--- src/rtl/fdiv_issue_arbiter_pkg.sv ---
// fdiv_issue_arbiter_pkg: shared types for the FP divider issue arbiter.
// Contents: o_err_t divider error code, fdiv_arb_state_t FSM states, FDIV_ARB_NREQ_MAX.
package fdiv_issue_arbiter_pkg;

    typedef enum logic [2:0] {
        NONE      = 3'd0,
        INVALID   = 3'd1,
        DIVBYZERO = 3'd2,
        OVERFLOW  = 3'd3,
        UNDERFLOW = 3'd4,
        INEXACT   = 3'd5
    } o_err_t;

    typedef enum logic [1:0] {
        IDLE  = 2'd0,
        ISSUE = 2'd1,
        WAIT  = 2'd2,
        RESP  = 2'd3
    } fdiv_arb_state_t;

    localparam int FDIV_ARB_NREQ_MAX = 8;

endpackage

--- src/rtl/fdiv_issue_arbiter_rr_arbiter.sv ---
// fdiv_issue_arbiter_rr_arbiter: combinational round-robin pick of the first request at or after ptr_i.
// Ports:
//   req_i    in  NREQ  request bits
//   ptr_i    in  IDW   search start position
//   gnt_o    out NREQ  one-hot grant (zero when no request)
//   gnt_id_o out IDW   index of the granted bit
//   any_o    out 1     some request is pending
module fdiv_issue_arbiter_rr_arbiter #(
    parameter int NREQ = 4,
    parameter int IDW  = 2
) (
    input  logic [NREQ-1:0] req_i,
    input  logic [IDW-1:0]  ptr_i,
    output logic [NREQ-1:0] gnt_o,
    output logic [IDW-1:0]  gnt_id_o,
    output logic            any_o
);

    logic [IDW-1:0] idx;

    always_comb begin
        gnt_o    = '0;
        gnt_id_o = '0;
        any_o    = 1'b0;
        idx      = '0;
        for (int i = 0; i < NREQ; i++) begin
            idx = IDW'((int'(ptr_i) + i) % NREQ);
            if (!any_o && req_i[idx]) begin
                any_o      = 1'b1;
                gnt_o[idx] = 1'b1;
                gnt_id_o   = idx;
            end
        end
    end

endmodule

--- src/rtl/fdiv_issue_arbiter.sv ---
// fdiv_issue_arbiter: shares one iterative FP divider among NREQ requesters, one divide in flight.
// Optional feature macro: FDIV_ISSUE_ARB_FLUSH_EN (adds flush_i / flush_id_i to kill an in-flight op).
// Ports:
//   clk, rstn                      clock, asynchronous active-low reset
//   req_valid_i/req_ready_o        per-requester handshake, ready is one-hot, only in IDLE
//   req_a_i/req_b_i/req_rm_i       packed operands and rounding modes, lane i at [32*i +: 32] / [2*i +: 2]
//   rsp_valid_o/rsp_ready_i        result handshake
//   rsp_id_o/rsp_s_o/rsp_err_o     requester id, quotient, error code
//   div_a_o/div_b_o/div_rm_o       operands to divider, held from ISSUE to completion
//   div_fdiv_o/div_ena_o           one-cycle start pulse, divider enable
//   div_busy_i/div_s_i/div_err_i   divider status and result
//   arb_busy_o                     arbiter not idle
module fdiv_issue_arbiter
    import fdiv_issue_arbiter_pkg::*;
#(
    parameter int NREQ = 4,
    parameter int IDW  = (NREQ > 1) ? $clog2(NREQ) : 1
) (
    input  logic              clk,
    input  logic              rstn,
    input  logic [NREQ-1:0]   req_valid_i,
    output logic [NREQ-1:0]   req_ready_o,
    input  logic [NREQ*32-1:0] req_a_i,
    input  logic [NREQ*32-1:0] req_b_i,
    input  logic [NREQ*2-1:0] req_rm_i,
    output logic              rsp_valid_o,
    input  logic              rsp_ready_i,
    output logic [IDW-1:0]    rsp_id_o,
    output logic [31:0]       rsp_s_o,
    output o_err_t            rsp_err_o,
    output logic [31:0]       div_a_o,
    output logic [31:0]       div_b_o,
    output logic [1:0]        div_rm_o,
    output logic              div_fdiv_o,
    output logic              div_ena_o,
    input  logic              div_busy_i,
    input  logic [31:0]       div_s_i,
    input  o_err_t            div_err_i,
`ifdef FDIV_ISSUE_ARB_FLUSH_EN
    input  logic              flush_i,
    input  logic [IDW-1:0]    flush_id_i,
`endif
    output logic              arb_busy_o
);

    fdiv_arb_state_t state_q, state_d;
    logic [IDW-1:0]  ptr_q, ptr_d, id_q, id_d, gnt_id;
    logic [NREQ-1:0] gnt;
    logic            gnt_any;
    logic [31:0]     a_q, a_d, b_q, b_d, s_q, s_d;
    logic [1:0]      rm_q, rm_d, cnt_q, cnt_d;
    o_err_t          err_q, err_d;
    logic            busy_q, seen_q, seen_d, kill_q, kill_d, done, flush_hit;

    fdiv_issue_arbiter_rr_arbiter #(.NREQ(NREQ), .IDW(IDW)) u_rr (
        .req_i    (req_valid_i),
        .ptr_i    (ptr_q),
        .gnt_o    (gnt),
        .gnt_id_o (gnt_id),
        .any_o    (gnt_any)
    );

`ifdef FDIV_ISSUE_ARB_FLUSH_EN
    assign flush_hit = flush_i && (flush_id_i == id_q);
`else
    assign flush_hit = 1'b0;
`endif

    // Completion is the falling edge of div_busy; a divider that never raises busy
    // within two cycles of ISSUE is treated as done on the second WAIT cycle.
    assign done = (busy_q && !div_busy_i) || (cnt_q == 2'd2 && !seen_q && !div_busy_i);

    assign req_ready_o = (state_q == IDLE) ? gnt : '0;
    assign rsp_valid_o = state_q == RESP;
    assign arb_busy_o  = state_q != IDLE;
    assign div_fdiv_o  = state_q == ISSUE;
    assign div_ena_o   = (state_q == ISSUE) || (state_q == WAIT);
    assign div_a_o     = a_q;
    assign div_b_o     = b_q;
    assign div_rm_o    = rm_q;
    assign rsp_id_o    = id_q;
    assign rsp_s_o     = s_q;
    assign rsp_err_o   = err_q;

    always_comb begin
        state_d = state_q;
        ptr_d   = ptr_q;
        id_d    = id_q;
        a_d     = a_q;
        b_d     = b_q;
        rm_d    = rm_q;
        s_d     = s_q;
        err_d   = err_q;
        cnt_d   = cnt_q;
        seen_d  = seen_q;
        kill_d  = kill_q;
        case (state_q)
            IDLE: begin
                if (gnt_any) begin
                    state_d = ISSUE;
                    id_d    = gnt_id;
                    ptr_d   = (gnt_id == IDW'(NREQ - 1)) ? '0 : gnt_id + IDW'(1);
                    kill_d  = 1'b0;
                    for (int i = 0; i < NREQ; i++) begin
                        if (gnt[i]) begin
                            a_d  = req_a_i[32*i +: 32];
                            b_d  = req_b_i[32*i +: 32];
                            rm_d = req_rm_i[2*i +: 2];
                        end
                    end
                end
            end
            ISSUE: begin
                state_d = WAIT;
                cnt_d   = 2'd1;
                seen_d  = 1'b0;
                kill_d  = kill_q | flush_hit;
            end
            WAIT: begin
                seen_d = seen_q | div_busy_i;
                cnt_d  = (cnt_q == 2'd3) ? cnt_q : cnt_q + 2'd1;
                kill_d = kill_q | flush_hit;
                if (done) begin
                    state_d = (kill_q | flush_hit) ? IDLE : RESP;
                    s_d     = (kill_q | flush_hit) ? s_q : div_s_i;
                    err_d   = (kill_q | flush_hit) ? err_q : div_err_i;
                end
            end
            RESP: begin
                if (rsp_ready_i || flush_hit) state_d = IDLE;
            end
            default: state_d = IDLE;
        endcase
    end

    always_ff @(posedge clk or negedge rstn) begin
        if (!rstn) begin
            state_q <= IDLE;
            ptr_q   <= '0;
            id_q    <= '0;
            a_q     <= '0;
            b_q     <= '0;
            rm_q    <= '0;
            s_q     <= '0;
            err_q   <= NONE;
            cnt_q   <= '0;
            seen_q  <= 1'b0;
            kill_q  <= 1'b0;
            busy_q  <= 1'b0;
        end else begin
            state_q <= state_d;
            ptr_q   <= ptr_d;
            id_q    <= id_d;
            a_q     <= a_d;
            b_q     <= b_d;
            rm_q    <= rm_d;
            s_q     <= s_d;
            err_q   <= err_d;
            cnt_q   <= cnt_d;
            seen_q  <= seen_d;
            kill_q  <= kill_d;
            busy_q  <= div_busy_i;
        end
    end

endmodule

--- config.mk ---
export PLATFORM = sky130hd
export DESIGN_NAME = fdiv_issue_arbiter
export DESIGN_NICKNAME = d
export VERILOG_FILES = /design/src/rtl/fdiv_issue_arbiter_pkg.sv /design/src/rtl/fdiv_issue_arbiter_rr_arbiter.sv /design/src/rtl/fdiv_issue_arbiter.sv
export SDC_FILE = /design/constraint.sdc
export NUM_CORES = 1
export LEC_CHECK = 0
export ABC_AREA = 1
export CORE_AREA = 2 2 162 164
export DETAILED_ROUTE_END_ITERATION = 7
export DIE_AREA = 0 0 164 166
export PLACE_DENSITY = 0.66
export RECOVER_POWER = 25
export SLEW_MARGIN = 20
export SYNTH_ARGS = -nofsm -noshare
export SYNTH_HDL_FRONTEND = slang
export SYNTH_HIERARCHICAL = 1
export SYNTH_SLANG_ARGS = --single-unit
--- constraint.sdc ---
create_clock -name clk -period 3.5 [get_ports clk]
set_clock_uncertainty 0.05 [all_clocks]
set_input_delay 0.35 -clock clk [delete_from_list [all_inputs] [get_ports clk]]
set_output_delay 0.35 -clock clk [all_outputs]
set_load 0.01 [all_outputs]
==> metrics, run 1 <==
status=complete, no violations; Vias/cell=4.55; Final Critical Period=between 3000 and 4000 ps; sequential area share after synthesis=0.379; Clock Tree Buf Depth=2; post-route cell area=12100 sq um; EDFF count, synth=0; Post-Route WL=roughly 30 mm; r2r setup slk=520 ps; async set-reset flop share out of synthesis=1.00; Core ar.=around 26000 sq um; clk_lat worst skew=~360 ps; LEAKAGE=between 6 and 7 nW; placed inst area=around 12000 sq um; TritonCTS clock tree=done; row cnt=59; vias in the first global route=between 8000 and 9000; main area contributors after synthesis=dfrtp_1, nand2_1, nor2_1; Max Freq=between 0.3 and 0.4 GHz; Post-Synthesis Cell Area=between 7000 and 8000 sq um; Syn Nets=1477; Root Buffer=clkbuf_16; synthesized flop and latch total=approximately 110; Detailed Route Iter0 Violations=approximately 540; CP endpoint kind=primary output; Die Ht=between 150 and 200 um; largest net degree at the start of global routing=133; total gr overflow=0; synthesized area per cell=roughly 6.3 sq um; Slew @ Worst Pin=between 1000 and 1500 ps; Hold WC Path Type=input pin to asynchronous set/reset pin; proportion of layout cells with a drive suffix above 1=0.0450; first-pass GRT wire length=between 40 and 50 mm; worst vdd ir=roughly 0.62 mV; WP data required=just over 3000 ps; initial antenna violation count=1; Yosys top cell area share=0.379; die area=between 20000 and 30000 sq um; hpwl dp=22.7 mm; Tcrit/Tclk final=0.936; Initial Utilization=0.286; clk sink count=between 100 and 150; Ys Warns=6; ys flop type=dfrtp_1; FF-to-FF Start=ptr_q[0]; wire per inst=around 16 um; Power Density=slightly above 1000 nW/um^2; DRC=0; # IOs=418; area grow syn2layout=65.0%; RSZ-0062 raised after global routing=false; Relative slew margins=0.0721; DIE WIDTH=approximately 160 um; Total Nets Final=1847; post-synth cell types=25; count of final hold-check violations=0; port bufs=~420; max-slew violation count=0; Crit Path Class=register to primary output; WP data arrival=2880 ps; clock-pin slew on the worst setup and hold paths=80 ps; GP Congestion=between 0.9 and 1; top cell type by total area after synthesis=dfrtp_1; setup_tns=0 ps; CP startpoint kind=register; Crit Reg-Reg Endpoint=div_b_o[8]; crit-path max FO=13; TritonCTS buffer count=9; setup violators final=0; top post-synthesis cells by count=nand2_1, nor2_1, dfrtp_1; GR Util All Layers=0.216; Max Cap Viol=0; DR vias=approximately 8500; Syn Inst Count=1158; depth of the worst register-to-register path=14; Routed Antenna Nets=0; H-tree lvl count=3; top-count cell post-synth=nand2_1; Initial DRT Pass Iterations=5
-- state kept, by name (all words and copies together), names as in the netlist --
signal and count:
seen_q 1, rsp_id_o 2, ptr_q 2, cnt_q 2, rsp_err_o 3, div_b_o 32, div_rm_o 2, div_a_o 32
rsp_s_o 32, busy_q 1, state_q 2
-- final cells by class --
type	instances	area [sq um]
Fill cell	2647	13500
Timing Repair Buffer	434	4360
Multi-Input combinational cell	879	3880
Sequential cell	111	2780
Tap cell	335	419
Inverter	93	349
Clock buffer	9	225
Clock inverter	7	83.8
Antenna cell	1	2.50
-- power breakdown --
part / internal [mW] / switching, mW / total (mW) / leakage, nW
clock network: 0.513 / 0.577 / 1.09 / 0.149
registers: 1.94 / 0.378 / 2.32 / 1.38
logic: 3.44 / 5.37 / 8.81 / 4.48
total: 5.90 / 6.32 / 12.2 / 6.01
-- timing repair --
action	in CTS	in global routing
setup endpoints to repair	0	4
hold buffers	0	0
buffers inserted	0	0
gates resized for setup	0	3
-- cells in the final DEF, fill, tap and decap left out, types with 3 or more instances in the layout --
| cell type | synthesis | routed |
|---|---|---|
| nand3_1 | 19 | 16 |
| a21oi_1 | 73 | 73 |
| nand2_2 | 9 | 8 |
| inv_1 | 91 | 89 |
| nand3_4 | 1 | 4 |
| clkinv_8 | 0 | 3 |
| inv_6 | 0 | 3 |
| buf_12 | 0 | 5 |
| inv_2 | 2 | 4 |
| nand2_1 | 505 | 505 |
| nand4_1 | 42 | 42 |
| buf_4 | 2 | 11 |
| o21ai_0 | 71 | 71 |
| clkbuf_16 | 0 | 9 |
| nor2_1 | 125 | 124 |
| a21boi_0 | 5 | 5 |
| ha_1 | 12 | 12 |
| clkdlybuf4s50_1 | 0 | 415 |
| nor2_2 | 10 | 11 |
| dfrtp_1 | 111 | 109 |
-- kinds of logic (layout without fill, tap and decap cells) --
family / Yosys count / in the layout / synth area share
DFF: 111 / 111 / 0.379
and+or+nand+nor: 716 / 716 / 0.397
adders and majority gates: 12 / 12 / 0.0205
other: 0 / 1 / 0
buffers and inverters: 168 / 543 / 0.0983
AOI/OAI and AO/OA: 151 / 151 / 0.105
-- per-stage QoR --
stage	hold WS, ps	power, mW	cells	worst slack, ps	utilization
3_5_place_dp	407	11.2	1852	337	0.460
3_3_place_gp	403	11.1	1852	425	0.460
5_1_grt	366	13.6	1869	18.3	0.472
4_1_cts	8.85	12.4	1868	14.6	0.472
2_1_floorplan	4.41	7.95	1158	914	-
6_report	238	12.2	1869	222	0.472
-- routing by layer --
layer  vias up  routed length [um]  GRT usage
met5         -                   0          0
li1       4343                   -          -
met3        28                2850     0.0677
met2       293               14700      0.388
met4         0                 523     0.0542
met1      3846               12000      0.248
-- worst max-delay path by stage --
stage                     cells past startpoint  slack [ps]     start              to
final                                        11         220  ptr_q[0]  req_ready_o[2]
after detailed placement                     15         340  ptr_q[0]     div_b_o[26]
after global placement                       15         430  ptr_q[0]     div_b_o[18]
after floorplan                              13         910  ptr_q[0]  req_ready_o[2]
after CTS                                    11          10  ptr_q[0]  req_ready_o[2]
after global routing                         11          20  ptr_q[0]  req_ready_o[2]
-- worst max-delay path, cell delays in order, from the launching register on --
cell             delay, ps
dfrtp_2                480
inv_2                  140
ha_1                   380
inv_1                  100
nand2_1                 90
nand2_2                 60
nor2_4                 230
nand3_1                180
nand3_4                130
nand2_1                 60
inv_1                   70
clkdlybuf4s50_1        610
(Power assumes the default switching activity.)
==> run 2: changes to the inputs <==
Settings changed: CORE_AREA 2 2 162 164 to 2 2 163 165, DIE_AREA 0 0 164 166 to 0 0 165 167, PLACE_DENSITY 0.66 to 0.67, SYNTH_HIERARCHICAL 1 to not set.
==> metrics, run 2 <==
Hold WC Path Type=input pin to asynchronous set/reset pin; antenna cells=0; Crit Path Class=register to primary output; clock-pin slew on the worst setup and hold paths=approximately 90 ps; async set-reset flop share out of synthesis=1.00; simple-gate area share of the yosys netlist=0.350; XOR/XNOR Fraction of Synth Area=0; TritonCTS clock tree=done; Routed Antenna Nets=0; Clock Tree Buf Depth=2; Tcrit/Tclk final=0.923; overall power=approximately 12 mW; Yosys top cell area share=0.367; CP startpoint kind=register; Sequential cell area=about 2800 sq um; count of final hold-check violations=0; most common cell after layout, fill and taps aside=clkdlybuf4s50_1; die area=27600 sq um; GR Util All Layers=0.214; H-tree lvl count=3; Syn Inst Count=about 1200; largest family of logic cells by synthesized area=simple AND/OR/NAND/NOR gates; vias in the first global route=8434; Initial DRT Pass Iterations=5; Max Freq=0.310 GHz; crit-path max FO=6; initial antenna violation count=0; Slew @ Worst Pin=~1800 ps; RSZ-0062 raised after global routing=false; post-cts resize count=0; GP Congestion=0.880; top-count cell post-synth=nand2_1; WP data required=~3100 ps; worst vdd ir=0.955 mV; Ys Warns=0; Final Critical Period=about 3200 ps; synthesized area per cell=between 6 and 7 sq um; Root Buffer=clkbuf_16; most frequent cells in the layout=clkdlybuf4s50_1, nand2_1, inv_1; Core ar.=25800 sq um; clk sink count=111; area grow syn2layout=63.4%; row cnt=59; # IOs=about 420; port bufs=between 400 and 500; hpwl dp=about 22 mm; Detailed Route Iter0 Violations=between 400 and 500; ys flop type=dfrtp_1; synthesized flop and latch total=roughly 110; Max Cap Viol=1; setup violators final=0; DRC=0; WP data arrival=about 2800 ps; Post-Route WL=30.1 mm; DR vias=8555; wire per inst=roughly 16 um; Syn Nets=1468; largest net degree at the start of global routing=89; failing checks=capacitance limit, slew limit; top cell type by total area after synthesis=dfrtp_1; Post-Synthesis Cell Area=7570 sq um; mux cell area share after synthesis=0.0521; Fillers=about 2600; Total Nets Final=1844; Hold Slack=slightly below 400 ps; status=finished with violations; area of the multi-input gates=roughly 3600 sq um; clk_lat worst skew=approximately 360 ps; Worst setup startpoint=ptr_q[1]; Synth Area in Compound Gates=0.0567; DIE WIDTH=165 um; sequential area share after synthesis=0.367; TritonCTS buffer count=9; LEAKAGE=between 6 and 7 nW; EDFF count, synth=0; Initial Utilization=0.294; main area contributors after synthesis=dfrtp_1, nand2_1, nand3_1; Vias/cell=between 4 and 5; proportion of layout cells with a drive suffix above 1=0.0588; Die Ht=167 um; total gr overflow=0; Core Util, Final=0.480; r2r setup slk=a little under 600 ps; postcts setup bufs=0; Power Density=~970 nW/um^2; Relative slew margins=-0.195; max-slew violation count=between 60 and 70; hold_buf cts=0; setup_tns=0 ps; Adder-Cell Fraction of Synth Area=0.0182; first-pass GRT wire length=45.8 mm; top post-synthesis cells by count=nand2_1, inv_1, nand3_1; post-synth cell types=25; CP endpoint kind=primary output
run 2: changes by cell type in the layout (fill, tap and decap cells not counted), moves of 3 or more:
cell      change
inv_1       +135
nand3_1     +196
nand4_1      -39
o21ai_0      -62
nor2_1      -115
nand2_1     -132
nand2_2       -4
nor2_2        -6
a21boi_0      -5
buf_4         -3
mux2_2       +35
run 2: layer usage:
metal / global-route usage / routed length [um] / part of all wire / vias up
li1: - / - / - / 4289
met1: 0.254 / 12100 / 0.40 / 3885
met2: 0.372 / 14700 / 0.49 / 340
met3: 0.0533 / 2440 / 0.081 / 41
met4: 0.0745 / 826 / 0.027 / 0
met5: 0 / 0 / 0 / -
run 2: through the flow:
stage | setup WS (ps) | instance area [sq um] | std cells
after floorplan | 921 | 7570 | 1150
after global placement | 581 | 12100 | 1850
after detailed placement | 542 | 12100 | 1850
after CTS | 179 | 12400 | 1866
after global routing | 61.3 | 12400 | 1866
final | 270 | 12400 | 1866
run 2: worst paths after layout:
path	to	cells past startpoint
worst min register to register	div_a_o[25]	2
min in group clk	div_a_o[25]	2
max in group asynchronous	ptr_q[1]	2
worst max-delay path	req_ready_o[0]	12
worst max register to register	div_a_o[0]	12
worst min-delay path	rsp_s_o[17]	1
run 2: cells by family (layout without fill, tap and decap cells):
kind of cell | Yosys count | after routing
AOI/OAI and AO/OA | 84 | 84
adders and majority gates | 11 | 11
muxes | 35 | 35
and+or+nand+nor | 615 | 615
DFF | 111 | 111
buffers and inverters | 294 | 675
run 2: power by group:
part	leakage [nW]	total [mW]	switching, mW	internal [mW]
registers	1.35	2.33	0.368	1.96
clock network	0.149	1.08	0.568	0.513
logic	4.82	8.53	5.03	3.50
total	6.32	11.9	5.96	5.97
run 2: layout make-up:
class / instances / share of cell area
clock buffer: 9 / 0.0182
clock inverter: 7 / 0.00678
inverter: 227 / 0.0689
multi-input combinational: 745 / 0.295
sequential: 111 / 0.225
tap: 335 / 0.0339
timing repair buffer: 432 / 0.352
run 2: worst max-delay path, stage by stage (launching register included):
cell and delay (ps):
dfrtp_2 450, inv_1 190, ha_1 320, inv_1 130
nand3_1 100, nand2_2 90, nand2_1 70, nor2_2 190
nand3_1 100, nand2_1 110, nand2_1 60, inv_1 110
clkdlybuf4s50_1 560
